<file path="src/rtl/ft245_pkt_pkg.sv">
// Shared types and helpers for the FT245 packet deframer.
package ft245_pkt_pkg;

   // Parser states
   typedef enum logic [1:0] {
      ST_HUNT    = 2'd0,
      ST_LEN     = 2'd1,
      ST_PAYLOAD = 2'd2,
      ST_CHK     = 2'd3
   } pkt_state_t;

   // Default frame start marker
   localparam logic [7:0] SYNC_DEFAULT = 8'hA5;

   // One step of the running frame checksum (byte XOR)
   function automatic logic [7:0] chk_step(input logic [7:0] acc, input logic [7:0] b);
      return acc ^ b;
   endfunction

endpackage

</file>
<file path="src/rtl/ft245_pkt_ibuf.sv">
// Small synchronous show-ahead FIFO buffering raw bytes from the RX FIFO port.
module ft245_pkt_ibuf #(
   parameter int unsigned DATA_W = 8,
   parameter int unsigned DEPTH  = 4
) (
   input  logic                       ft_clk,
   input  logic                       ft_rst,
   input  logic                       push,
   input  logic [DATA_W-1:0]          push_data,
   input  logic                       pop,
   output logic [DATA_W-1:0]          pop_data,
   output logic [$clog2(DEPTH):0]     count,
   output logic                       empty
);

   localparam int unsigned AW = $clog2(DEPTH);
   localparam logic [AW-1:0] PTR_ONE = AW'(1);
   localparam logic [AW:0]   CNT_ONE = (AW + 1)'(1);
   localparam logic [AW:0]   CNT_MAX = (AW + 1)'(DEPTH);

   logic [DATA_W-1:0] mem [DEPTH];
   logic [AW-1:0]     wr_ptr;
   logic [AW-1:0]     rd_ptr;
   logic              full;
   logic              do_push;
   logic              do_pop;

   assign empty    = (count == '0);
   assign full     = (count == CNT_MAX);
   assign do_pop   = pop && !empty;
   assign do_push  = push && (!full || do_pop);
   assign pop_data = mem[rd_ptr];

   // Storage, pointers and occupancy
   always_ff @(posedge ft_clk or negedge ft_rst) begin
      if (!ft_rst) begin
         for (int unsigned i = 0; i < DEPTH; i++) mem[i] <= '0;
         wr_ptr <= '0;
         rd_ptr <= '0;
         count  <= '0;
      end else begin
         if (do_push) begin
            mem[wr_ptr] <= push_data;
            wr_ptr      <= wr_ptr + PTR_ONE;
         end
         if (do_pop) rd_ptr <= rd_ptr + PTR_ONE;
         case ({do_push, do_pop})
            2'b10:   count <= count + CNT_ONE;
            2'b01:   count <= count - CNT_ONE;
            default: count <= count;
         endcase
      end
   end

   // Read issue is throttled upstream, so a push into a full buffer is a design bug
   a_no_overflow: assert property (@(posedge ft_clk) disable iff (!ft_rst) !(push && full && !pop));

endmodule

</file>
<file path="src/rtl/ft245_pkt_deframer.sv">
// Parses SYNC/LEN/payload/CHK frames from the RX FIFO and emits payload as a valid/ready stream.
module ft245_pkt_deframer
   import ft245_pkt_pkg::*;
#(
   parameter int unsigned DATA_W     = 8,
   parameter logic [7:0]  SYNC_BYTE  = SYNC_DEFAULT,
   parameter int unsigned MAX_LEN    = 64,
   parameter int unsigned IBUF_DEPTH = 4,
   parameter int unsigned CNT_W      = 16
) (
   input  logic              ft_clk,
   input  logic              ft_rst,
   output logic              rxfifo_rd,
   input  logic [DATA_W-1:0] rxfifo_data,
   input  logic              rxfifo_valid,
   input  logic              rxfifo_empty,
   output logic [DATA_W-1:0] m_data,
   output logic              m_valid,
   input  logic              m_ready,
   output logic              m_last,
   output logic              m_err,
   output logic [CNT_W-1:0]  frm_ok_cnt,
   output logic [CNT_W-1:0]  frm_err_cnt,
   output logic [CNT_W-1:0]  drop_cnt
);

   localparam int unsigned CW = $clog2(IBUF_DEPTH) + 1;
   localparam logic [CW-1:0]     IF_ONE   = CW'(1);
   localparam logic [CW:0]       OCC_MAX  = (CW + 1)'(IBUF_DEPTH);
   localparam logic [DATA_W-1:0] LEN_MAX  = DATA_W'(MAX_LEN);
   localparam logic [DATA_W-1:0] BYTE_ONE = DATA_W'(1);
   localparam logic [CNT_W-1:0]  CNT_ONE  = CNT_W'(1);

   pkt_state_t        state, state_nxt;

   logic [CW-1:0]     ib_cnt;
   logic              ib_empty;
   logic [DATA_W-1:0] ib_data;
   logic              ib_push;
   logic              pop;

   logic              rd_en;
   logic [CW-1:0]     inflight;
   logic [CW:0]       occupancy;

   logic [DATA_W-1:0] remaining;
   logic [DATA_W-1:0] xor_acc;
   logic [DATA_W-1:0] hold_data;
   logic              hold_vld;
   logic              out_space;

   logic              clr_xor, ld_len, ld_hold, clr_hold, ld_out;
   logic              out_last_nxt, out_err_nxt;
   logic              inc_ok, inc_err, inc_drop;

   // Read issue: keep buffered plus in-flight bytes within the buffer depth.
   // rd_en holds the strobe low while reset is asserted.
   assign occupancy = {1'b0, ib_cnt} + {1'b0, inflight};
   assign rxfifo_rd = rd_en && !rxfifo_empty && (occupancy < OCC_MAX);

   // Data returning with nothing outstanding belongs to reads issued before reset
   assign ib_push   = rxfifo_valid && (inflight != '0);
   assign out_space = !m_valid || m_ready;

   ft245_pkt_ibuf #(
      .DATA_W (DATA_W),
      .DEPTH  (IBUF_DEPTH)
   ) u_ibuf (
      .ft_clk    (ft_clk),
      .ft_rst    (ft_rst),
      .push      (ib_push),
      .push_data (rxfifo_data),
      .pop       (pop),
      .pop_data  (ib_data),
      .count     (ib_cnt),
      .empty     (ib_empty)
   );

   // Outstanding read tracking
   always_ff @(posedge ft_clk or negedge ft_rst) begin
      if (!ft_rst) begin
         rd_en    <= 1'b0;
         inflight <= '0;
      end else begin
         rd_en <= 1'b1;
         case ({rxfifo_rd, ib_push})
            2'b10:   inflight <= inflight + IF_ONE;
            2'b01:   inflight <= inflight - IF_ONE;
            default: inflight <= inflight;
         endcase
      end
   end

   // Parser state register
   always_ff @(posedge ft_clk or negedge ft_rst) begin
      if (!ft_rst) state <= ST_HUNT;
      else         state <= state_nxt;
   end

   // Parser next-state and per-cycle control strobes
   always_comb begin
      state_nxt    = state;
      pop          = 1'b0;
      clr_xor      = 1'b0;
      ld_len       = 1'b0;
      ld_hold      = 1'b0;
      clr_hold     = 1'b0;
      ld_out       = 1'b0;
      out_last_nxt = 1'b0;
      out_err_nxt  = 1'b0;
      inc_ok       = 1'b0;
      inc_err      = 1'b0;
      inc_drop     = 1'b0;
      case (state)
         ST_HUNT: begin
            if (!ib_empty) begin
               pop = 1'b1;
               if (ib_data == SYNC_BYTE) begin
                  clr_xor   = 1'b1;
                  state_nxt = ST_LEN;
               end else begin
                  inc_drop = 1'b1;
               end
            end
         end
         ST_LEN: begin
            if (!ib_empty) begin
               pop = 1'b1;
               if ((ib_data == '0) || (ib_data > LEN_MAX)) begin
                  inc_err   = 1'b1;
                  state_nxt = ST_HUNT;
               end else begin
                  ld_len    = 1'b1;
                  state_nxt = ST_PAYLOAD;
               end
            end
         end
         ST_PAYLOAD: begin
            // The newest byte waits in hold so the final beat can carry the CHK verdict
            if (!ib_empty && (!hold_vld || out_space)) begin
               pop     = 1'b1;
               ld_hold = 1'b1;
               ld_out  = hold_vld;
               if (remaining == BYTE_ONE) state_nxt = ST_CHK;
            end
         end
         ST_CHK: begin
            if (!ib_empty && out_space) begin
               pop          = 1'b1;
               clr_hold     = 1'b1;
               ld_out       = 1'b1;
               out_last_nxt = 1'b1;
               out_err_nxt  = (ib_data != xor_acc);
               inc_err      = (ib_data != xor_acc);
               inc_ok       = (ib_data == xor_acc);
               state_nxt    = ST_HUNT;
            end
         end
         default: state_nxt = ST_HUNT;
      endcase
   end

   // Frame datapath, output register and saturating statistics
   always_ff @(posedge ft_clk or negedge ft_rst) begin
      if (!ft_rst) begin
         remaining   <= '0;
         xor_acc     <= '0;
         hold_data   <= '0;
         hold_vld    <= 1'b0;
         m_data      <= '0;
         m_valid     <= 1'b0;
         m_last      <= 1'b0;
         m_err       <= 1'b0;
         frm_ok_cnt  <= '0;
         frm_err_cnt <= '0;
         drop_cnt    <= '0;
      end else begin
         if (clr_xor) xor_acc <= '0;
         if (ld_len) begin
            remaining <= ib_data;
            xor_acc   <= ib_data;
         end
         if (ld_hold) begin
            hold_data <= ib_data;
            hold_vld  <= 1'b1;
            remaining <= remaining - BYTE_ONE;
            xor_acc   <= chk_step(xor_acc, ib_data);
         end else if (clr_hold) begin
            hold_vld <= 1'b0;
         end
         if (ld_out) begin
            m_valid <= 1'b1;
            m_data  <= hold_data;
            m_last  <= out_last_nxt;
            m_err   <= out_err_nxt;
         end else if (m_ready) begin
            m_valid <= 1'b0;
         end
         if (inc_ok   && (frm_ok_cnt  != '1)) frm_ok_cnt  <= frm_ok_cnt  + CNT_ONE;
         if (inc_err  && (frm_err_cnt != '1)) frm_err_cnt <= frm_err_cnt + CNT_ONE;
         if (inc_drop && (drop_cnt    != '1)) drop_cnt    <= drop_cnt    + CNT_ONE;
      end
   end

endmodule

</file>
<file path="config.mk">
export PLATFORM = sky130hd
export DESIGN_NAME = ft245_pkt_deframer
export DESIGN_NICKNAME = d
export VERILOG_FILES = /design/src/rtl/ft245_pkt_pkg.sv /design/src/rtl/ft245_pkt_ibuf.sv /design/src/rtl/ft245_pkt_deframer.sv
export SDC_FILE = /design/constraint.sdc
export NUM_CORES = 1
export LEC_CHECK = 0
export CAP_MARGIN = 25
export CORE_ASPECT_RATIO = 1.75
export CORE_UTILIZATION = 52
export CTS_BUF_LIST = sky130_fd_sc_hd__clkbuf_8
export DETAILED_ROUTE_END_ITERATION = 10
export PLACE_DENSITY_LB_ADDON = 0.2
export SYNTH_ARGS = -nofsm -noshare
export SYNTH_HDL_FRONTEND = slang
export SYNTH_SLANG_ARGS = --single-unit
</file>
<file path="constraint.sdc">
create_clock -name ft_clk -period 3.3 [get_ports ft_clk]
set_input_delay 0.495 -clock ft_clk [delete_from_list [all_inputs] [get_ports ft_clk]]
set_output_delay 0.495 -clock ft_clk [all_outputs]
set_load 0.01 [all_outputs]
</file>
==> reports/metrics.cfg <==
[outcome]
status = finished with violations
failed_checks = design-rule violations

[route]
drc = 4
vias = 4583
drtPass1Iterations = 7
drt_iter0_drc = 320
ant_nets = 0
vias_per_cell = 5.79
drt-total-wl_mm = 13.2
wl_per_cell_um = 16.6

[pwr]
vdd.ir_drop.worst_mv = 0.408
power.share.switching_pct = 35.9
p_leak_nw = 3.25
power_density_nw_per_um2 = 837
seqPwrFrac_pct = 40.0
p_int_mw = 4.10
combPwrFrac_pct = 40.1
clockPowerShare_pct = 20.0
p_sw_mw = 2.30

[sta]
slew_headroom_pct = 39.4
finalSetupViolations = 0
tightest_slew_ps = 910
hold_violations = 0
worst_slack_ps = 143
final.setup_skew_ps = 11.9
drv_slew = 0
clock.fmax_mhz = 317
rsz0062_at_grt = false
fin_crit_ps = 3160
min_period_over_period_pct = 95.7

[worst_setup_path]
r2r_end = frm_err_cnt[3]
r2r_slack_ps = 140
worstPathCellList = mux4_2 -> or3_4 -> or3_4 -> a311o_2 -> buf_6 -> buf_4 -> a211oi_2 -> xor2_1
critPathKind = reg -> reg
end_kind = flop
crit_path_top_delay_cell = mux4_2
crit_path_start_kind = flop
path_buf_inv = 2
path_depth = 8
arrival_ps = 3510
worstPathRequired_ps = 3650
cp_slowest_stage_delay_ps = 540
path_delay_family = simple AND/OR/NAND/NOR gates
r2r_start = u_ibuf.rd_ptr[0]
crit_path_frequent_cell = or3_4
r2r_cells = 8
startpoint = u_ibuf.rd_ptr[0]
worstPathMaxFanout = 11

[global_routing]
busiest_layer = met2
use_met1_pct = 26.8
grt_use_total_pct = 23.2
grt_overflow = 0
antenna_found_initial = 0
grt_max_degree = 72
use_met3_pct = 4.61
grtUsageMet2_pct = 41.9
grt_pass1_vias = 4704
grt_pass1_wl_mm = 22.8

[cts]
clk_pin_slew_ps = 70
cts_tree = built
cts.sinks = 129
cts_buffer_depth = 2
numCtsBuffers = 17
ctsHoldBuffers = 0
cts_root_buf = clkbuf_8
clock_latency_ps = 430
htree_num_levels = 4
post-cts-setup-buffer-count = 0

[finish]
utilization_pct = 65.6
n_fill_cell = 936
final_cell_mix = dfrtp_1 (128), clkdlybuf4s50_1 (71), nand2_1 (67), xnor2_1 (42), mux2_2 (40)
multi_input_area_um2 = 2890
drive_gt1_share_pct = 18.4
layout_commonest_cell = dfrtp_1
final_nets = 671
regArea_um2 = 3230
area_delta_synth_final_pct = 22.3
antenna_cells = 0

[logic_synthesis]
syn_area_um2 = 6250
avgSynthCellArea_um2 = 11.5
synth-seq-area-share_pct = 51.7
synth_top_area_share_pct = 51.7
synth-seq-cells = 129
synth_area_leaders = dfrtp_1 (52%), mux2_2 (7.2%), xnor2_1 (5.9%)
ys_types = 49
synthCells = 543
yosysWarnings = 0
synth_top_area_cell = dfrtp_1
synth_nets = 571

[placement]
place_hpwl_mm = 9.56
port_buffers = 72
gp_routability_congestion = 0.829
place_ws_ps = -19.0

[die]
initial_core_util_pct = 53.7
die_w_um = 84.9
fp.dieH_um = 147
boundaryPins = 73
die_area_um2 = 12500
core_um2 = 11600
num_rows = 52

[hold_path]
hold_class = in -> async

[run]
max_cap_violations = 0

[layer usage]
layer,vias to the layer above,part of all wire [%]
li1,2143,-
met1,2329,39
met2,91,56
met3,20,2.5
met4,0,1.7
met5,-,0
[worst reg2reg max path, delay by kind of cell, from the launching register on]
family / cells / cell delay [ps]
mux: 1 / 540
buf+inv: 2 / 340
simple gates: 2 / 820
compound gates: 2 / 710
flops: 1 / 490
xor+xnor: 1 / 180
[area by class of cell]
class                           count  area share, %
Timing Repair Buffer               96           12.0
Clock buffer                       18           3.24
Inverter                           19          0.933
Multi-Input combinational cell    380           37.8
Tap cell                          135           2.21
Clock inverter                     14           1.64
Sequential cell                   129           42.3
[flip-flops by register name, indices dropped and copies added (netlist names), 2 cells and up, named ones only]
name / cells
drop_cnt: 16
frm_err_cnt: 16
frm_ok_cnt: 16
hold_data: 8
inflight: 3
m_data: 8
remaining: 8
u_ibuf.count: 3
u_ibuf.mem: 32
u_ibuf.rd_ptr: 2
u_ibuf.wr_ptr: 2
xor_acc: 8
[cells by family after synthesis]
kind of cell	after synthesis	synth area share, %
compound gates	61	8.21
xor+xnor	59	8.27
fa+ha+maj	15	3.24
buf+inv	34	2.22
flops	129	51.7
mux	55	11.3
other cells	1	0.0600
simple gates	189	15.0
[power by group through the flow]
stage,sequential (mW),combinational (mW),clock [mW]
6_report,2.56,2.56,1.28
3_3_place_gp,2.55,2.46,0
3_5_place_dp,2.58,2.57,0
2_1_floorplan,2.47,1.75,0
4_1_cts,2.55,2.58,1.31
5_1_grt,2.64,2.81,1.39
[worst max-delay path by stage]
stage | slack [ps] | endpoint
floorplan | 160 | frm_err_cnt[1]
finish | 140 | frm_err_cnt[3]
global route | 30 | frm_err_cnt[3]
global placement | 90 | frm_err_cnt[1]
detailed placement | -20 | frm_err_cnt[3]
CTS | 80 | frm_err_cnt[3]
[cell usage after synthesis (all sizes together)]
| cell type | n |
|---|---|
| a21boi | 1 |
| a31oi | 2 |
| ha | 13 |
| and4 | 3 |
| mux2i | 2 |
| nand3b | 2 |
| inv | 19 |
| or3 | 5 |
| a211oi | 7 |
| fa | 2 |
| o21ai | 17 |
| or2 | 1 |
| nor2 | 26 |
| nand4 | 20 |
| a21oi | 8 |
| o311ai | 2 |
| nand2 | 67 |
| o221ai | 1 |
| mux2 | 45 |
| nand2b | 5 |
| xnor2 | 42 |
| conb | 1 |
| a311o | 2 |
| a221o | 2 |
| a41oi | 1 |
| xor2 | 17 |
| a32o | 6 |
| nand3 | 26 |
| a2111oi | 5 |
| o21bai | 1 |
| and3 | 12 |
| o211ai | 3 |
| nor3 | 11 |
| or4bb | 1 |
| o31ai | 3 |
| mux4 | 8 |
| nor4 | 2 |
| nand4b | 4 |
| clkbuf | 13 |
| buf | 2 |
| and2 | 4 |
| dfrtp | 129 |
[stage by stage]
step / std cells / total power, mW / TNS (ps) / area [um^2] / hold slack [ps]
3_3_place_gp: 758 / 5.01 / 0 / 7260 / 458
2_1_floorplan: 543 / 4.21 / 0 / 6250 / 199
6_report: 791 / 6.40 / 0 / 7640 / 196
5_1_grt: 791 / 6.84 / 0 / 7640 / 251
4_1_cts: 791 / 6.44 / 0 / 7640 / 214
3_5_place_dp: 759 / 5.15 / -19.0 / 7260 / 463
[repair_timing]
action | in CTS | in global routing
gates cloned | 0 | 0
hold endpoints to repair | 0 | 0
gates resized for setup | 1 | 1
pin swaps | 0 | 1
setup endpoints to repair | 2 | 1
Power figures use the tool's default switching activity.
